--- config.mk ---
export PLATFORM = sky130hd
export DESIGN_NAME = d_debounce
export DESIGN_NICKNAME = d
export VERILOG_FILES = /design/src/rtl/d_debounce_pkg.sv /design/src/rtl/d_sync.sv /design/src/rtl/d_debounce.sv
export SDC_FILE = /design/constraint.sdc
export NUM_CORES = 1
export LEC_CHECK = 0
export CORE_MARGIN = 1.5
export CORE_UTILIZATION = 34
export CTS_CLUSTER_SIZE = 8
export DETAILED_ROUTE_END_ITERATION = 10
export PLACE_DENSITY = 0.57
export SLEW_MARGIN = 40
export SYNTH_ARGS = -nofsm -noshare
export SYNTH_HDL_FRONTEND = slang
export SYNTH_SLANG_ARGS = --single-unit
--- constraint.sdc ---
create_clock -name clk -period 2.5 [get_ports clk]
set_input_delay 0.625 -clock clk [delete_from_list [all_inputs] [get_ports clk]]
set_output_delay 0.625 -clock clk [all_outputs]
set_load 0.1 [all_outputs]
--- src/rtl/d_debounce_pkg.sv ---
// Shared types and constants for the d_debounce input-conditioning stage.
package d_debounce_pkg;

  typedef enum logic {
    ST_STABLE  = 1'b0,
    ST_QUALIFY = 1'b1
  } state_e;

  localparam int GLITCH_CNT_W    = 16;
  localparam int MIN_SYNC_STAGES = 2;

endpackage : d_debounce_pkg

--- src/rtl/d_sync.sv ---
// Plain flop-chain synchronizer with an asynchronous active-low reset value.
module d_sync #(
  parameter int   STAGES    = 2,
  parameter logic RESET_VAL = 1'b0
) (
  input  logic clk,
  input  logic rst_n,
  input  logic i_d,
  output logic o_q
);

  logic [STAGES-1:0] r_sync;

  // Pure shift chain; nothing may sit between the flops.
  always_ff @(posedge clk or negedge rst_n) begin
    if (!rst_n) begin
      r_sync <= {STAGES{RESET_VAL}};
    end else begin
      r_sync <= {r_sync[STAGES-2:0], i_d};
    end
  end

  assign o_q = r_sync[STAGES-1];

endmodule : d_sync

--- src/rtl/d_debounce.sv ---
// Synchronize and debounce an asynchronous level; emit clean q plus rise/fall pulses.
// Define D_DEBOUNCE_STATS_EN to add the saturating glitch_cnt rejection counter.
module d_debounce
  import d_debounce_pkg::*;
#(
  parameter int   SYNC_STAGES = 2,
  parameter int   CNT_W       = 8,
  parameter logic RESET_LEVEL = 1'b0
) (
  input  logic                    clk,
  input  logic                    rst_n,
  input  logic                    din,
  input  logic [CNT_W-1:0]        threshold,
`ifdef D_DEBOUNCE_STATS_EN
  output logic [GLITCH_CNT_W-1:0] glitch_cnt,
`endif
  output logic                    q,
  output logic                    rise,
  output logic                    fall,
  output logic                    busy
);

  if (SYNC_STAGES < MIN_SYNC_STAGES) begin : g_bad_sync_stages
    $error("d_debounce: SYNC_STAGES must be at least MIN_SYNC_STAGES");
  end

  logic             w_s;
  logic [CNT_W-1:0] w_thr_eff;

  state_e           r_state;
  logic [CNT_W-1:0] r_cnt;
  logic             r_q;
  logic             r_rise;
  logic             r_fall;
  logic             r_busy;

  d_sync #(
    .STAGES    (SYNC_STAGES),
    .RESET_VAL (RESET_LEVEL)
  ) u_sync (
    .clk   (clk),
    .rst_n (rst_n),
    .i_d   (din),
    .o_q   (w_s)
  );

  assign w_thr_eff = (threshold == '0) ? CNT_W'(1) : threshold;

  // NOTE: every register here uses <= so all updates see pre-edge values of s, q and cnt.
  always_ff @(posedge clk or negedge rst_n) begin
    if (!rst_n) begin
      r_state <= ST_STABLE;
      r_cnt   <= '0;
      r_q     <= RESET_LEVEL;
      r_rise  <= 1'b0;
      r_fall  <= 1'b0;
      r_busy  <= 1'b0;
    end else begin
      r_rise <= 1'b0;
      r_fall <= 1'b0;
      unique case (r_state)
        ST_STABLE: begin
          if (w_s != r_q) begin
            r_state <= ST_QUALIFY;
            r_cnt   <= CNT_W'(1);
            r_busy  <= 1'b1;
          end else begin
            r_cnt  <= '0;
            r_busy <= 1'b0;
          end
        end
        ST_QUALIFY: begin
          if (w_s == r_q) begin
            r_state <= ST_STABLE;
            r_cnt   <= '0;
            r_busy  <= 1'b0;
          end else if (r_cnt >= w_thr_eff) begin
            // Commit; the return to STABLE blocks a new candidate this cycle.
            r_q     <= w_s;
            r_rise  <= w_s;
            r_fall  <= ~w_s;
            r_state <= ST_STABLE;
            r_cnt   <= '0;
            r_busy  <= 1'b0;
          end else begin
            r_cnt  <= r_cnt + CNT_W'(1);
            r_busy <= 1'b1;
          end
        end
        default: begin
          r_state <= ST_STABLE;
          r_cnt   <= '0;
          r_busy  <= 1'b0;
        end
      endcase
    end
  end

`ifdef D_DEBOUNCE_STATS_EN
  logic [GLITCH_CNT_W-1:0] r_glitch_cnt;

  always_ff @(posedge clk or negedge rst_n) begin
    if (!rst_n) begin
      r_glitch_cnt <= '0;
    end else if ((r_state == ST_QUALIFY) && (w_s == r_q) && (r_glitch_cnt != '1)) begin
      r_glitch_cnt <= r_glitch_cnt + GLITCH_CNT_W'(1);
    end
  end

  assign glitch_cnt = r_glitch_cnt;
`endif

  assign q    = r_q;
  assign rise = r_rise;
  assign fall = r_fall;
  assign busy = r_busy;

endmodule : d_debounce

Yosys cells after proc, flatten, opt, wreduce, memory -nomap -nowiden

Index checks and enable logic that the tools add are counted.

Input port bits: 11
Flip-flop bits (word level): 14

$lt $le $gt $ge: 1
Reductions and logical operators: 2
Add/subtract/negate cells: 1
Equal/unequal tests: 2
Mux-type cells: 15
Bitwise logic cells: 3

Operators by type and width:

| cell                                        | count |
|---|---|
| two-way mux 8 bit                           | 3 |
| case mux 8 bit (2 select lines)             | 1 |
| two-way mux 1 bit                           | 10 |
| adder 8 x 1 -> 8 bit, second input constant | 1 |
| greater-or-equal comparator 8 bit           | 1 |
| zero test 8 bit                             | 1 |
| inverter 1 bit                              | 3 |
| AND reduction 3 bit                         | 1 |
| case mux 1 bit (2 select lines)             | 1 |
| == test 1 bit                               | 1 |
| inequality test 1 bit                       | 1 |

Logic depth before layout (Yosys ltp)

Depth in word-level cells: 6
Mapped depth: 7
Mapped depth without buffers: 7

By module

A second synthesis with hierarchy kept.

Cells, all modules: 80
Area total of the unflattened synthesis: 855.8 um2

Modules (own cells, without submodules):

| module     | times used | area an instance (um2) | cells an instance | seq. area each (um2) |
|---|---|---|---|---|
| d_debounce | 1          | 805.8                  | 78                | 300.3 |
| d_sync     | 1          | 50.0                   | 2                 | 50.0 |

Least setup slack after synthesis

No wires, ideal clock.

Kind: in2reg
Start: in threshold[2]
End: reg r_rise (netlist: rise)
Stages on the path: 7
Required time: 2378 ps
Setup slack: 154 ps
Path buffers: 0
Data arrival time: 2224 ps
Cells stage by stage: nor4_1 -> a41o_1 -> ha_1 -> nand2b_4 -> a2111oi_4 -> o31ai_4 -> and4_1

Word-level cells in the longest chain between the ends: 6

RTL lines:

| element                             | line             | source |
|---|---|---|
| from (decl)                         | d_debounce.sv:13 | `input logic [CNT_W-1:0] threshold,` |
| zero test 8 bit                     | d_debounce.sv:47 | `assign w_thr_eff = (threshold == '0) ? CNT_W'(1) : threshold;` |
| two-way mux 8 bit *                 | d_debounce.sv:47 |  |
| greater-or-equal comparator 8 bit * | d_debounce.sv:77 | `end else if (r_cnt >= w_thr_eff) begin` |
| two-way mux 1 bit *                 | d_debounce.sv:77 |  |
| two-way mux 1 bit *                 | d_debounce.sv:73 | `if (w_s == r_q) begin` |
| two-way mux 1 bit *                 | d_debounce.sv:61 | `unique case (r_state)` |
| to (signal assigned)                | d_debounce.sv:80 | `r_rise <= w_s;` |
| to (decl)                           | d_debounce.sv:33 | `logic r_rise;` |

Mark *: on every way between the ends. The rest lies on a longest branch, timed or not.
A chain may end at the register's enable or synchronous reset.

Worst setup path in the final report

Start: in threshold[5]
End: reg r_rise (netlist: rise)

The elaborated chain is that of the path after synthesis.

==> impl_metrics.json <==
{
  "status": "complete, no violations",
  "rr_worst_depth": 6,
  "syn_area_per_cell_um2": 10.7,
  "gp_congestion": 0.759,
  "ys_seq_area_share_pct": 40.9,
  "cp_slowest_stage_delay_ps": 460,
  "drcViolationCount": 0,
  "final_common_cell": "dfrtp_1",
  "powerDensity_nw_per_um2": 394,
  "r2r_start": "r_cnt[0]",
  "syn_nets": 100,
  "intPower_w": 0.000330,
  "synth_top_area_share_pct": 40.9,
  "synthDistinctLibCells": 28,
  "gr-total-overflow": 0,
  "antenna_found_initial": 0,
  "portBuffers": 14,
  "wl_met3_um": 82,
  "power_w": 0.000444,
  "dieArea_um2": 2830,
  "area_growth_pct": 31.6,
  "min_to": "u_sync.r_sync[1]",
  "drtPass1Iterations": 4,
  "max_freq_mhz": 417,
  "worst-setup-path-type": "in2reg",
  "crit_path_start_kind": "input port",
  "cpLargestDelayFamily": "compound AO/OA/AOI/OAI gates",
  "diodes": 0,
  "fillers": 218,
  "clock_skew_ps": 4.08,
  "p_leak_nw": 0.550,
  "hold_buffers": 0,
  "nNetsFinal": 128,
  "initial_core_util_pct": 37.3,
  "wl_met1_um": 846,
  "grt_pass1_vias": 696,
  "pre_cts_ws_ps": -401,
  "drt-wirelength-per-cell_um": 13.5,
  "ys_top_cells_by_area": "dfrtp_1, ha_1, xor2_1",
  "maxSlewHeadroom_pct": 60.7,
  "vdd_drop_max_v": 0.000215,
  "hold_depth": 0,
  "syn_area_um2": 856,
  "arrival_ps": 2560,
  "rows": 17,
  "grt_max_degree": 15,
  "cts_buffer_depth": 2,
  "setup_ws_ps": 102,
  "slew_viol_final": 0,
  "ant_nets": 0,
  "dp_hpwl_um": 1420,
  "cts_buffers": 3,
  "routed_wl_um": 1810,
  "tightest_slew_ps": 587,
  "swShare_pct": 25.5,
  "rsz0062_at_grt": "no",
  "seqCellArea_um2": 350,
  "drv_cap": 0,
  "drive_gt1_share_pct": 23.6,
  "hold_viol_final": 0,
  "crit_fanout": 10,
  "worst-path-buf-inv": 2,
  "hold_start": "u_sync.r_sync[0]",
  "clock_latency_ps": 270,
  "via_per_inst": 5.32,
  "crit_slowest_cell": "clkdlybuf4s50_1",
  "die_w_um": 53.2,
  "setup_viol": 0,
  "synth-seq-cells": 14,
  "io_pins": 15,
  "hold_class": "reg2reg",
  "clock_power_share_pct": 26.7,
  "cp_data_required_time_ps": 2660,
  "end_kind": "flop",
  "seqPwrFrac_pct": 53.7,
  "die_height_um": 53.2,
  "ff2ff_setup_slack_ps": 670,
  "cts_root_buffer": "clkbuf_4",
  "cts_tree": "done",
  "drt-initial-drc-count": 16,
  "comb_power_share_pct": 19.6,
  "r2r_end": "rise",
  "htree_levels": 1,
  "yosys_warnings": 0,
  "grt_pass1_wl_um": 2970,
  "critical_path.cell_chain": "clkdlybuf4s50_1 -> inv_1 -> a41o_1 -> ha_1 -> nand2b_4 -> a2111oi_4 -> o31ai_4 -> and4_1",
  "route.met2.wl_um": 844,
  "path_clk_slew_ps": 70,
  "grt_use_total_pct": 15.2,
  "vias": 713,
  "synth_top_area_cell": "dfrtp_1",
  "cts.sinks": 14,
  "fin_crit_sh_pct": 95.9,
  "syn_inst": 80,
  "period_minus_slack_ps": 2400,
  "multiInputGateArea_um2": 484,
  "final_cell_mix": "dfrtp_1, buf_4, inv_1, ha_1",
  "core_um2": 2300,
  "setup-tns-final_ps": 0,
  "switchingPower_w": 0.000113,
  "highest_layer": "met4"
}
==> kinds of logic (layout without fill, tap and decap cells) <==
logic type	count (synthesis)	after routing	share of synthesized area, %
AO/OA/AOI/OAI	13	13	16.1
XOR/XNOR	8	8	8.19
adder cells (fa/ha/maj)	9	9	13.2
buffers and inverters	10	36	4.39
flip-flops	14	14	40.9
AND/OR/NAND/NOR	26	26	17.3
==> what timing repair did <==
item	in CTS	in global routing
pin swaps	4	2
hold endpoints to repair	0	0
endpoints found under the setup margin	12	4
resized for setup	4	3
setup buffers	0	0
==> Yosys cell counts <==
| master | count |
|---|---|
| o32a_2 | 1 |
| inv_1 | 10 |
| nand2_1 | 3 |
| nor3_1 | 7 |
| a21oi_2 | 1 |
| and4_1 | 1 |
| nand2b_4 | 1 |
| ha_1 | 9 |
| o21a_1 | 2 |
| a211o_1 | 1 |
| a2111oi_4 | 1 |
| and3_1 | 2 |
| a21oi_1 | 2 |
| nor2_1 | 1 |
| nand4_1 | 1 |
| xor2_1 | 6 |
| nand3_1 | 6 |
| a32oi_1 | 1 |
| nor3b_1 | 1 |
| o211ai_1 | 1 |
| xnor2_1 | 2 |
| dfrtp_1 | 14 |
| or2_2 | 1 |
| nor2b_1 | 1 |
| a41o_1 | 1 |
| o31ai_4 | 1 |
| nor4_1 | 1 |
| o311ai_0 | 1 |
==> flip-flops by register name, summed over array words and instances, names as in the netlist <==
signal,cells
q,1
rise,1
busy,1
r_cnt,8
u_sync.r_sync,2
fall,1
==> power by group through the flow <==
stage | registers [W] | logic (W) | clock network, W
after CTS | 0.000238 | 0.0000873 | 0.000124
after global placement | 0.000242 | 0.0000858 | 0
after floorplan | 0.000249 | 0.0000390 | 0
final | 0.000238 | 0.0000868 | 0.000119
after detailed placement | 0.000242 | 0.0000869 | 0
after global routing | 0.000239 | 0.0000948 | 0.000138
==> worst max path at each step <==
stage,startpoint,end,slack (ps),cells past startpoint
after global placement,threshold[2],q,-330,9
final,threshold[5],rise,100,8
after CTS,threshold[2],q,80,9
after floorplan,threshold[2],rise,150,7
after global routing,threshold[6],fall,10,7
after detailed placement,threshold[2],rise,-400,8
==> per-layer routing <==
layer / track usage, % / up-vias
met5: 0 / -
met3: 2.54 / 5
li1: - / 343
met4: 9.83 / 0
met2: 24.2 / 30
met1: 19.0 / 335
==> layout make-up <==
type | count | share of cell area [%]
Sequential cell | 14 | 31.1
Inverter | 10 | 3.33
Timing Repair Buffer | 23 | 17.4
Clock buffer | 3 | 2.00
Multi-Input combinational cell | 56 | 43.0
Tap cell | 28 | 3.11
==> per-stage QoR <==
stage	instances	hold WS (ps)	util (%)	area [um2]
2_1_floorplan	80	329	-	856
5_1_grt	134	374	49.0	1130
3_3_place_gp	131	338	47.4	1090
4_1_cts	134	363	48.5	1110
3_5_place_dp	131	347	47.4	1090
6_report	134	361	49.0	1130
(Power assumes the default switching activity.)
